File: config.mk
export PLATFORM = sky130hd
export DESIGN_NAME = store_buffer
export DESIGN_NICKNAME = d
export VERILOG_FILES = /design/src/rtl/store_buffer.sv
export SDC_FILE = /design/constraint.sdc
export NUM_CORES = 1
export LEC_CHECK = 0
export CAP_MARGIN = 20
export CORE_MARGIN = 2
export CORE_UTILIZATION = 32
export DETAILED_ROUTE_END_ITERATION = 10
export HOLD_SLACK_MARGIN = 0.1
export MAX_ROUTING_LAYER = met4
export PLACE_DENSITY = 0.51
export SETUP_SLACK_MARGIN = 0.02
export SKIP_LAST_GASP = 1
export SYNTH_ARGS = -nofsm -noshare
export SYNTH_HDL_FRONTEND = slang
export SYNTH_SLANG_ARGS = --single-unit
File: constraint.sdc
create_clock -name clk -period 19.56 [get_ports clk]
set_clock_uncertainty 0.15 [all_clocks]
set_input_delay 5.868 -clock clk [delete_from_list [all_inputs] [get_ports clk]]
set_output_delay 5.868 -clock clk [all_outputs]
set_load 0.05 [all_outputs]
File: src/rtl/store_buffer.sv
// Store buffer: in-order FIFO of committed word stores feeding the d-cache write port,
// with same-cycle load forwarding. Optional in-place merging under STORE_BUFFER_COALESCE_EN.
module store_buffer #(
    parameter int DEPTH      = 4,
    parameter int ADDR_WIDTH = 32,
    parameter int DATA_WIDTH = 32
) (
    input  logic                    clk,
    input  logic                    rst_n,
    input  logic                    st_valid,
    input  logic [ADDR_WIDTH-1:0]   st_addr,
    input  logic [DATA_WIDTH-1:0]   st_data,
    output logic                    st_ready,
    input  logic                    fwd_addr_valid,
    input  logic [ADDR_WIDTH-1:0]   fwd_addr,
    output logic                    fwd_data_valid,
    output logic [DATA_WIDTH-1:0]   fwd_data,
    output logic                    drain_valid,
    output logic [ADDR_WIDTH-1:0]   drain_addr,
    output logic [DATA_WIDTH-1:0]   drain_data,
    input  logic                    drain_ready,
    output logic [$clog2(DEPTH):0]  count,
    output logic                    empty
);

    localparam int PW = $clog2(DEPTH);
    localparam int CW = PW + 1;
    localparam logic [CW-1:0] FULL_COUNT = CW'(DEPTH);

    logic [ADDR_WIDTH-1:0] r_addr [DEPTH];
    logic [DATA_WIDTH-1:0] r_data [DEPTH];
    logic [DEPTH-1:0]      r_valid;
    logic [PW-1:0]         r_head;
    logic [PW-1:0]         r_tail;
    logic [CW-1:0]         r_count;

    logic                  w_full;
    logic                  w_deq;
    logic                  w_alloc;
    logic                  w_hit;
    logic [DATA_WIDTH-1:0] w_hitData;
    logic [PW-1:0]         w_scanIdx;
    logic [1:0]            w_unused_fwd_lsbs;

    assign w_unused_fwd_lsbs = fwd_addr[1:0];

    assign w_full      = (r_count == FULL_COUNT);
    assign empty       = (r_count == '0);
    assign count       = r_count;
    assign drain_valid = !empty;
    assign drain_addr  = r_addr[r_head];
    assign drain_data  = r_data[r_head];
    assign w_deq       = drain_valid && drain_ready;

`ifdef STORE_BUFFER_COALESCE_EN
    logic [PW-1:0] w_youngest;
    logic          w_mergeOk;
    logic          w_merge;

    // A merge reuses the youngest slot, so it is allowed even when the buffer is full.
    assign w_youngest = r_tail - PW'(1);
    assign w_mergeOk  = (r_count != '0)
                     && (st_addr[ADDR_WIDTH-1:2] == r_addr[w_youngest][ADDR_WIDTH-1:2])
                     && !(w_deq && (w_youngest == r_head));
    assign st_ready   = !w_full || w_mergeOk;
    assign w_merge    = st_valid && w_mergeOk;
    assign w_alloc    = st_valid && !w_mergeOk && !w_full;
`else
    assign st_ready   = !w_full;
    assign w_alloc    = st_valid && !w_full;
`endif

    // Scan oldest to youngest so the last match, the youngest store, wins.
    always_comb begin
        w_hit     = 1'b0;
        w_hitData = '0;
        w_scanIdx = '0;
        for (int i = 0; i < DEPTH; i++) begin
            w_scanIdx = r_head + PW'(i);
            if (r_valid[w_scanIdx] &&
                (r_addr[w_scanIdx][ADDR_WIDTH-1:2] == fwd_addr[ADDR_WIDTH-1:2])) begin
                w_hit     = 1'b1;
                w_hitData = r_data[w_scanIdx];
            end
        end
        fwd_data_valid = fwd_addr_valid && w_hit;
        fwd_data       = w_hitData;
    end

    always_ff @(posedge clk) begin
        if (!rst_n) begin
            r_head  <= '0;
            r_tail  <= '0;
            r_count <= '0;
            r_valid <= '0;
        end else begin
            if (w_deq) begin
                r_valid[r_head] <= 1'b0;
                r_head          <= r_head + PW'(1);
            end
            if (w_alloc) begin
                r_valid[r_tail] <= 1'b1;
                r_tail          <= r_tail + PW'(1);
            end
            r_count <= r_count + CW'(w_alloc) - CW'(w_deq);
        end
    end

    // Payload storage needs no reset; the valid bits and count gate every use of it.
    always_ff @(posedge clk) begin
        if (w_alloc) begin
            r_addr[r_tail] <= st_addr;
            r_data[r_tail] <= st_data;
        end
`ifdef STORE_BUFFER_COALESCE_EN
        if (w_merge) begin
            r_data[w_youngest] <= st_data;
        end
`endif
    end

endmodule

==> results.txt, run 1 <==
Final Worst Setup Slack -> 3.12 ns
clock root buffer master -> sky130_fd_sc_hd__clkbuf_16
top-area cell type share of the netlist area -> 0.432
vias per cell -> 5.75
IO Port Bufs -> 201
Layout Nets -> 1548
headroom to the max-slew limit -> 0.361
Area growth, synth to finish -> 21.1%
global-route track usage on met2 -> 0.329
biggest fanout along the worst timing path -> 33
Pleak -> 6.35 nW
Post-DP Area -> 0.0204 mm²
status -> completed
max-slew violation total from the final report -> 0
final total negative setup slack -> 0 ns
detailed placement HPWL -> 37600 µm
vias in the first global route -> 12800
area enclosed by the die boundary -> 0.0575 mm²
number of antenna violations at the first check in global routing -> 4
drc violations -> 0
top cells by count, synth -> sky130_fd_sc_hd__edfxtp_1 (256), sky130_fd_sc_hd__mux4_2 (190), sky130_fd_sc_hd__nand2_1 (99)
VDD IR max -> 0.0816 mV
first-pass GRT wire length -> 85900 µm
biggest area consumer among synthesized cells -> sky130_fd_sc_hd__edfxtp_1
post-layout min period -> 16.44 ns
net count after synthesis -> 1417
Yosys reg bits -> 269
Synth Instances -> 1305
global routing usage on met1 -> 0.282
fill cell instance count of the final layout -> 5200
post-placement setup slack -> 3.13 ns
data arrival time of the critical path -> 10.42 ns
Post-Layout Inst Area -> 0.0215 mm²
worst hold path class -> flip-flop to flip-flop
Wirelength per Cell -> 26.5 µm
async set-or-reset flop fraction in the synthesized netlist -> 0
cell with the largest stage delay on the worst path -> sky130_fd_sc_hd__clkdlybuf4s50_1
Power Density -> 135 mW/mm²
primary flip-flop cell chosen by synthesis mapping -> sky130_fd_sc_hd__edfxtp_1
Final ANT Viol Nets -> 0
Crit path required time -> 13.54 ns
Post-CTS Setup Inserts -> 0
slew of the pin with the lowest slew margin -> 0.959 ns
dominant cells by area after synthesis -> sky130_fd_sc_hd__edfxtp_1 (43%), sky130_fd_sc_hd__mux4_2 (24%), sky130_fd_sc_hd__mux2i_1 (5.3%)
clock tree from TritonCTS -> yes
number of gates resized after cts -> 0
hold buffer count at cts -> 0
largest buffer count on any clock path -> 3
Yosys warning total -> 0
summed instance area of the synthesized netlist -> 0.0178 mm²
clock input transition at the sequential cells of the worst setup and hold paths -> 0.05 ns
startpoint type of the worst setup path -> primary input
Die Y-Extent -> 240 µm
sinks on the clock net -> 269
library cells used by synthesis -> 62
series of cell instances along the critical path -> clkdlybuf4s50_1 > o22ai_1 > nor4_1 > a21oi_1 > or4_1 > buf_4 > or4b_2 > buf_4 > a211oi_1 > o31ai_1 > clkdlybuf4s50_1
startpoint-to-endpoint class of the critical path -> primary input to primary output
total of endpoints with negative setup slack in the final report -> 0
GRT Residual Overflow -> 0
number of H-tree branching levels -> 2
most frequent cell after synthesis -> sky130_fd_sc_hd__edfxtp_1
final count of hold timing violations -> 0
sequential share of the synthesized area -> 0.447
boundary pin count -> 204
share of the clock period used by the worst path -> 0.840
crit-path max cell delay -> 0.78 ns
placeable core region -> 0.0550 mm²
MaxCap Viol Count -> 0
fraction of layout cells with a size suffix above 1 -> 0.219
die width -> 240 µm
maximum number of pins on one net before global-route repair -> 66
first drt pass iteration count -> 7
RSZ-0062 raised after global routing -> false
number of vias in the routed layout -> 12700
CTS Buf Count -> 34
standard-cell rows -> 86
gate family responsible for the most delay along the worst path -> buffers and inverters
Bufs and invs on worst path -> 4
overall track demand over capacity in global routing -> 0.211
most used routing layer -> met2
initial standard-cell utilization of the core -> 0.323
average instance area after synthesis -> 13.6 µm²
worst skew pair latency -> 0.56 ns
drt total wl -> 58700 µm
number of synthesized flops with an enable pin -> 256
critical path endpoint category -> primary output
DRC violation total after the first TritonRoute iteration -> 925
global placement routability congestion -> 0.913
GR Layer Usage met3 -> 0.0395
Highest Clock Rate -> 0.0608 GHz
## through the flow
stage | instances | util | power [W] | hold WS [ns]
after floorplan | 1305 | - | 0.00186 | 0.374
after global placement | 2148 | 0.370 | 0.00227 | 0.420
after detailed placement | 2148 | 0.370 | 0.00227 | 0.423
after CTS | 2208 | 0.391 | 0.00294 | 0.430
after global routing | 2212 | 0.392 | 0.00305 | 0.449
final | 2214 | 0.392 | 0.00291 | 0.436
## metal layers
layer	routed length (µm)	share of wire	up-vias
li1	-	-	5515
met1	25600	0.44	6673
met2	27900	0.47	455
met3	4090	0.070	77
met4	1200	0.020	0
met5	0	0	-
## worst paths after layout
path	from	end	slack [ns]	cells past startpoint
max	fwd_addr[9]	fwd_data[31]	3.12	11
min	r_valid[1]	r_valid[1]	0.44	2
max reg2reg	r_head[0]	flip-flop	15.69	7
min reg2reg	r_valid[1]	r_valid[1]	0.44	2
## worst register-to-register path: cells and delay by family, from the launching register on
kind	cells	cell delay, ns
AND/OR/NAND/NOR	2	0.28
adder cells (fa/ha/maj)	1	0.50
buffers and inverters	3	1.83
flip-flops	1	0.94
AO/OA/AOI/OAI	1	0.10
## state kept, by name, indices dropped and copies added, names as in the netlist, named ones only
signal	cells
r_addr	128
r_data	128
r_valid	4
count	3
r_head	2
r_tail	2
## placed cells by master, fill, tap and decap left out, drive strengths merged, types with 2 or more instances in the layout
master,instances
edfxtp,256
clkdlybuf4s50,201
mux4,190
nand2,99
mux2i,94
nor2,87
xnor2,71
nand3,40
nor4,40
clkbuf,40
a211oi,36
o31ai,32
xor2,28
inv,24
buf,23
a21oi,22
nand4,14
o21ai,14
dfxtp,13
o22ai,11
clkinv,11
and2,10
ha,10
mux2,10
a221oi,7
o211ai,7
and3,7
diode,6
bufinv,6
nor2b,5
o221ai,5
nor3,5
a22oi,4
a31oi,3
a222oi,3
o2111ai,3
or4,3
a2111o,2
o2bb2ai,2
a211o,2
## where the power goes
| part | total [W] | leakage [nW] | internal [W] | switching (W) |
|---|---|---|---|---|
| registers | 0.000797 | 2.45 | 0.000705 | 0.0000912 |
| clock network | 0.000659 | 0.569 | 0.000406 | 0.000252 |
| logic | 0.00146 | 3.33 | 0.000622 | 0.000833 |
| total | 0.00291 | 6.35 | 0.00173 | 0.00118 |
## area by class of cell
| type | count | area, µm² | area share |
|---|---|---|---|
| inverter | 22 | 82.6 | 0.00383 |
| clock buffer | 40 | 893 | 0.0415 |
| multi-input combinational | 885 | 9200 | 0.427 |
| antenna | 6 | 15.0 | 0.000697 |
| timing repair buffer | 224 | 2180 | 0.101 |
| sequential | 269 | 7960 | 0.370 |
| tap | 748 | 936 | 0.0435 |
| clock inverter | 20 | 267 | 0.0124 |
## kinds of logic after synthesis
group	after synthesis	synth area share
flip-flops	269	0.447
AND/OR/NAND/NOR	318	0.0834
multiplexers	294	0.300
XOR/XNOR	99	0.0488
adder cells (fa/ha/maj)	11	0.00816
buffers and inverters	151	0.0388
AO/OA/AOI/OAI	163	0.0741
No activity file was read; power rests on OpenSTA's default activity.
==> inputs of run 2 (changes only) <==
clock period = 17.02 ns   (was 19.56 ns; I/O delays follow)
==> run 2 against run 1 <==
Against the previous run: total power rose by 12%; critical path depth stayed put; die area unchanged; largest power group unchanged; critical path type unchanged; critical endpoint is now fwd_data[1].
==> results.txt, run 2 (synthesis results as in run 1) <==
boundary pin count -> 204 (unchanged)
status -> completed (unchanged)
highest-count cells in the layout ignoring fill and taps -> sky130_fd_sc_hd__edfxtp_1 (256), sky130_fd_sc_hd__clkdlybuf4s50_1 (201), sky130_fd_sc_hd__mux4_2 (190) (unchanged)
area enclosed by the die boundary -> 0.0575 mm² (unchanged)
number of H-tree branching levels -> 1 (was 2)
biggest fanout along the worst timing path -> 33 (unchanged)
Layout Nets -> 1544 (was 1548)
post-placement setup slack -> 2.14 ns (was 3.13 ns)
VDD IR max -> 0.134 mV (was 0.0816 mV)
MaxCap Viol Count -> 0 (unchanged)
critical path endpoint category -> primary output (unchanged)
Power Density -> 153 mW/mm² (was 135 mW/mm²)
Crit path required time -> 11.76 ns (was 13.54 ns)
share of the clock period used by the worst path -> 0.880
flop2flop setup slack -> 13.95 ns (was 15.69 ns)
Critical Path Source -> fwd_addr[9] (unchanged)
fill cell instance count of the final layout -> 5245 (was 5200)
number of antenna violations at the first check in global routing -> 7 (was 4)
Final Worst Setup Slack -> 2.04 ns (was 3.12 ns)
number of gates resized after cts -> 0 (unchanged)
Sequential Area -> 0.00796 mm² (unchanged)
worst skew pair latency -> 0.59 ns (was 0.56 ns)
Worst R2R Start -> r_head[0] (unchanged)
Wirelength per Cell -> 26.2 µm (was 26.5 µm)
Final ANT Viol Nets -> 0 (unchanged)
timing endpoint of the critical path -> fwd_data[1] (was fwd_data[31])
Highest Clock Rate -> 0.0668 GHz
slew of the pin with the lowest slew margin -> 1.06 ns (was 0.959 ns)
die width -> 240 µm (unchanged)
worst hold path class -> flip-flop to flip-flop (unchanged)
CTS Buf Count -> 31 (was 34)
drt total wl -> 57800 µm (was 58700 µm)
Area growth, synth to finish -> 20.6% (was 21.1%)
DRC violation total after the first TritonRoute iteration -> 1080 (was 925)
Die Y-Extent -> 240 µm (unchanged)
r2r worst-path depth -> 6 (was 7)
standard-cell rows -> 86 (unchanged)
final total negative setup slack -> 0 ns (unchanged)
placeable core region -> 0.0550 mm² (unchanged)
vias in the first global route -> 12700 (was 12800)
first drt pass iteration count -> 7 (unchanged)
startpoint type of the worst setup path -> primary input (unchanged)
maximum number of pins on one net before global-route repair -> 132 (was 66)
multi-input gate area in the final layout -> 0.00920 mm² (unchanged)
total of endpoints with negative setup slack in the final report -> 0 (unchanged)
GRT Residual Overflow -> 0 (unchanged)
detailed placement HPWL -> 37600 µm (about the same)
IO Port Bufs -> 201 (unchanged)
Post-CTS Setup Inserts -> 0 (unchanged)
final count of hold timing violations -> 0 (unchanged)
clock root buffer master -> sky130_fd_sc_hd__clkbuf_16 (unchanged)
initial standard-cell utilization of the core -> 0.323 (unchanged)
overall track demand over capacity in global routing -> 0.206 (was 0.211)
number of vias in the routed layout -> 12600 (was 12700)
headroom to the max-slew limit -> 0.294 (was 0.361)
hold buffer count at cts -> 0 (unchanged)
Pleak -> 6.27 nW (was 6.35 nW)
clock input transition at the sequential cells of the worst setup and hold paths -> 0.06 ns (was 0.05 ns)
post-layout min period -> 14.98 ns
largest registers in the final layout -> r_addr: 128 flops, r_data: 128 flops, r_valid: 4 flops (unchanged)
global placement routability congestion -> 0.918 (was 0.913)
max-slew violation total from the final report -> 0 (unchanged)
startpoint-to-endpoint class of the critical path -> primary input to primary output (unchanged)
Reg2Reg Capture Point -> r_valid[3]
vias per cell -> 5.70 (was 5.75)
largest buffer count on any clock path -> 3 (unchanged)
drc violations -> 0 (unchanged)
RSZ-0062 raised after global routing -> false (unchanged)
first-pass GRT wire length -> 84900 µm (was 85900 µm)
placed insts -> 2147 (was 2148)
fraction of layout cells with a size suffix above 1 -> 0.218 (was 0.219)
clock tree from TritonCTS -> yes (unchanged)
sinks on the clock net -> 269 (unchanged)
Non-Filler Instances -> 2212 (was 2214)
data arrival time of the critical path -> 9.72 ns (was 10.42 ns)
most frequent standard cell in the layout excluding fill and tap cells -> sky130_fd_sc_hd__edfxtp_1 (unchanged)
-- run 2: worst min path at each step --
| stage | startpoint | end | cells after the start |
|---|---|---|---|
| CTS | r_valid[1] | r_valid[1] | 2 |
| finish | r_valid[1] | r_valid[1] | 2 |
| floorplan | r_valid[1] | r_valid[1] | 2 |
| global route | r_valid[2] | r_valid[2] | 2 |
| global placement | r_valid[1] | r_valid[1] | 2 |
| detailed placement | r_valid[1] | r_valid[1] | 2 |
-- run 2: stage by stage --
| stage | area (µm²) | total power (W) | util | hold WS [ns] |
|---|---|---|---|---|
| after floorplan | 17800 | 0.00214 | - | 0.374 |
| after global placement | 20400 | 0.00261 | 0.370 | 0.423 |
| after detailed placement | 20400 | 0.00261 | 0.370 | 0.439 |
| after CTS | 21400 | 0.00331 | 0.390 | 0.447 |
| after global routing | 21400 | 0.00343 | 0.390 | 0.488 |
| final | 21400 | 0.00327 | 0.390 | 0.448 |
-- run 2: worst max-delay path, stage by stage --
cell and delay [ns]:
sky130_fd_sc_hd__clkdlybuf4s50_1 0.79, sky130_fd_sc_hd__o22ai_1 0.25, sky130_fd_sc_hd__nor4_1 0.31, sky130_fd_sc_hd__a21oi_1 0.11
sky130_fd_sc_hd__or4_1 0.52, sky130_fd_sc_hd__buf_4 0.31, sky130_fd_sc_hd__or4b_2 0.72, sky130_fd_sc_hd__buf_4 0.33
sky130_fd_sc_hd__a211oi_2 0.27, sky130_fd_sc_hd__o31ai_1 0.14, sky130_fd_sc_hd__clkdlybuf4s50_1 0.76
-- run 2: routing by layer --
| layer | part of all wire | vias up | track usage | wire length, µm |
|---|---|---|---|---|
| met5 | 0 | - | - | 0 |
| met4 | 0.016 | 0 | 0.0453 | 918 |
| met3 | 0.067 | 63 | 0.0335 | 3850 |
| met2 | 0.47 | 471 | 0.319 | 27500 |
| met1 | 0.44 | 6563 | 0.286 | 25600 |
| li1 | - | 5513 | - | - |
-- run 2: layout make-up --
cell class | instances | area share
clock buffers | 38 | 0.0388
well taps | 748 | 0.0437
inverters | 22 | 0.00385
flip-flops and latches | 269 | 0.371
repair buffers | 223 | 0.102
diodes | 8 | 0.000934
clock inverters | 19 | 0.0101
multi-input cells | 885 | 0.429
-- run 2: power by group --
group | internal (W) | total (W) | switching, W
Clock | 0.000407 | 0.000684 | 0.000277
Sequential | 0.000810 | 0.000905 | 0.0000948
Combinational | 0.000716 | 0.00168 | 0.000968
Total | 0.00193 | 0.00327 | 0.00134
==> inputs of run 3 (changes only) <==
CORE_UTILIZATION = 58   (was 32)
PLACE_DENSITY = 0.83   (was 0.51)
==> run 3 against run 2 <==
Against the previous run: first-iteration DRC count is 46% higher; die area fell by 44%; cell area down 3.0%; sequential share of layout area is 1.1 points higher; global-route usage rose by 11 points; register-to-register slack gained 0.34 ns; final cell count is 17% lower; critical path depth fell by 2; sequential power is essentially flat; core utilization increased by 30 points; total power is 3.8% lower.
==> results.txt, run 3 (synthesis results as in run 1) <==
status -> completed (unchanged)
sinks on the clock net -> 269 (unchanged)
critical path endpoint category -> primary output (unchanged)
worst hold path class -> flip-flop to flip-flop (unchanged)
drc violations -> 0 (unchanged)
clock root buffer master -> sky130_fd_sc_hd__clkbuf_16 (unchanged)
placed insts -> 1794 (was 2147)
number of antenna violations at the first check in global routing -> 3 (was 7)
final core area utilization -> 0.685 (was 0.390)
Die Y-Extent -> 179 µm (was 240 µm)
placeable core region -> 0.0303 mm² (was 0.0550 mm²)
Met2 Wirelength -> 24200 µm (was 27500 µm)
most frequent CP cell -> sky130_fd_sc_hd__clkdlybuf4s50_1
fraction of layout cells with a size suffix above 1 -> 0.211 (was 0.218)
Max Used Layer -> met4 (unchanged)
number of gates resized after cts -> 0 (unchanged)
RSZ-0062 raised after global routing -> false (unchanged)
VDD IR max -> 0.169 mV (was 0.134 mV)
Final ANT Viol Nets -> 0 (unchanged)
overall track demand over capacity in global routing -> 0.317 (was 0.206)
vias in the first global route -> 12700 (about the same)
die width -> 179 µm (was 240 µm)
largest buffer count on any clock path -> 3 (unchanged)
Wirelength per Cell -> 26.7 µm (was 26.2 µm)
final total negative setup slack -> 0 ns (unchanged)
largest registers in the final layout -> r_addr: 128 flops, r_data: 128 flops, r_valid: 4 flops (unchanged)
GRT Residual Overflow -> 0 (unchanged)
final count of hold timing violations -> 0 (unchanged)
met1 layer wirelength in the final routing -> 18500 µm (was 25600 µm)
gate family responsible for the most delay along the worst path -> buffers and inverters (unchanged)
met3 WL -> 5450 µm (was 3850 µm)
number of vias in the routed layout -> 12900 (was 12600)
detailed placement HPWL -> 31400 µm (was 37600 µm)
headroom to the max-slew limit -> 0.254 (was 0.294)
Crit path required time -> 11.76 ns (about the same)
initial standard-cell utilization of the core -> 0.586 (was 0.323)
most frequent standard cell in the layout excluding fill and tap cells -> sky130_fd_sc_hd__edfxtp_1 (unchanged)
standard-cell rows -> 64 (was 86)
highest-count cells in the layout ignoring fill and taps -> sky130_fd_sc_hd__edfxtp_1 (256), sky130_fd_sc_hd__clkdlybuf4s50_1 (201), sky130_fd_sc_hd__mux4_2 (190) (unchanged)
Layout Nets -> 1540 (was 1544)
post-layout min period -> 15.01 ns (was 14.98 ns)
max-slew violation total from the final report -> 0 (unchanged)
DRC violation total after the first TritonRoute iteration -> 1574 (was 1080)
startpoint type of the worst setup path -> primary input (unchanged)
Pleak -> 6.21 nW (was 6.27 nW)
share of the clock period used by the worst path -> 0.882 (was 0.880)
fill cell instance count of the final layout -> 2129 (was 5245)
clock tree from TritonCTS -> yes (unchanged)
hold buffer count at cts -> 0 (unchanged)
IO Port Bufs -> 201 (unchanged)
Power Density -> 151 mW/mm² (was 153 mW/mm²)
cell with the largest stage delay on the worst path -> sky130_fd_sc_hd__clkdlybuf4s50_1 (unchanged)
Area growth, synth to finish -> 17.0% (was 20.6%)
total of endpoints with negative setup slack in the final report -> 0 (unchanged)
worst hold slack after final layout -> 0.465 ns (was 0.448 ns)
area enclosed by the die boundary -> 0.0321 mm² (was 0.0575 mm²)
Non-Filler Instances -> 1847 (was 2212)
Final Total Pwr -> 0.00315 W (was 0.00327 W)
slew of the pin with the lowest slew margin -> 1.12 ns (was 1.06 ns)
vias per cell -> 6.99 (was 5.70)
drt total wl -> 49300 µm (was 57800 µm)
number of H-tree branching levels -> 1 (unchanged)
Bufs and invs on worst path -> 3 (was 4)
Highest Clock Rate -> 0.0666 GHz (was 0.0668 GHz)
maximum number of pins on one net before global-route repair -> 67 (was 132)
global placement routability congestion -> 0.954 (was 0.918)
series of cell instances along the critical path -> clkdlybuf4s50_1 > a221oi_1 > a21oi_1 > nor4_1 > and4_2 > buf_4 > a211oi_2 > o31ai_1 > clkdlybuf4s50_1 (was clkdlybuf4s50_1 > o22ai_1 > nor4_1 > a21oi_1 > or4_1 > buf_4 > or4b_2 > buf_4 > a211oi_2 > o31ai_1 > clkdlybuf4s50_1)
MaxCap Viol Count -> 0 (unchanged)
biggest fanout along the worst timing path -> 21 (was 33)
clock input transition at the sequential cells of the worst setup and hold paths -> 0.06 ns (about the same)
data arrival time of the critical path -> 9.75 ns (was 9.72 ns)
worst skew pair latency -> 0.56 ns (was 0.59 ns)
CTS Buf Count -> 28 (was 31)
startpoint-to-endpoint class of the critical path -> primary input to primary output (unchanged)
first-pass GRT wire length -> 74000 µm (was 84900 µm)
boundary pin count -> 204 (unchanged)
crit-path max cell delay -> 0.88 ns (was 0.79 ns)
first drt pass iteration count -> 6 (was 7)
Post-CTS Setup Inserts -> 0 (unchanged)
[run 3: cell count changes in the layout (fill, tap and decap cells not counted), moves of 2 or more]
| cell | before | now |
|---|---|---|
| sky130_fd_sc_hd__and3_2 | 0 | 3 |
| sky130_fd_sc_hd__and3_4 | 4 | 1 |
| sky130_fd_sc_hd__clkbuf_16 | 31 | 28 |
| sky130_fd_sc_hd__clkbuf_8 | 3 | 0 |
| sky130_fd_sc_hd__clkinv_1 | 3 | 6 |
| sky130_fd_sc_hd__clkinv_2 | 3 | 5 |
| sky130_fd_sc_hd__clkinvlp_4 | 7 | 2 |
| sky130_fd_sc_hd__diode_2 | 8 | 3 |
[run 3: metal layers]
metal	up-vias	GRT usage
met2	856	0.513
met3	102	0.0611
met4	0	0.0780
met1	6456	0.420
li1	5498	-
met5	-	-
[run 3: layout make-up]
| type | count | area (µm²) | area share |
|---|---|---|---|
| sequential | 269 | 7960 | 0.383 |
| tap | 396 | 495 | 0.0238 |
| clock inverter | 18 | 178 | 0.00854 |
| multi-input combinational | 885 | 9190 | 0.442 |
| clock buffer | 32 | 716 | 0.0344 |
| timing repair buffer | 222 | 2170 | 0.104 |
| antenna | 3 | 7.51 | 0.000361 |
| inverter | 22 | 82.6 | 0.00397 |
[run 3: worst paths after layout]
kind	start	slack, ns	endpoint	cells past startpoint
worst min-delay path	r_valid[1]	0.46	r_valid[1]	2
worst max register to register	count[2]	14.29	count[2]	10
worst min register to register	r_valid[1]	0.46	r_valid[1]	2
worst max-delay path	fwd_addr[31]	2.01	fwd_data[29]	9
[run 3: tightest hold or removal path, cell delays in order, from the launching register on]
cell and delay, ns:
sky130_fd_sc_hd__dfxtp_1 0.38, sky130_fd_sc_hd__a21oi_1 0.15, sky130_fd_sc_hd__nor2b_1 0.05
[run 3: metrics by stage]
| step | worst slack, ns | instance area (µm²) |
|---|---|---|
| 5_1_grt | 2.03 | 20800 |
| 4_1_cts | 2.25 | 20800 |
| 3_5_place_dp | 2.26 | 19900 |
| 3_3_place_gp | 2.26 | 19900 |
| 6_report | 2.01 | 20800 |
| 2_1_floorplan | 3.43 | 17800 |
[run 3: report_power, final]
part / internal, W / switching (W)
sequential: 0.000811 / 0.0000930
combinational: 0.000713 / 0.000932
clock: 0.000346 / 0.000253
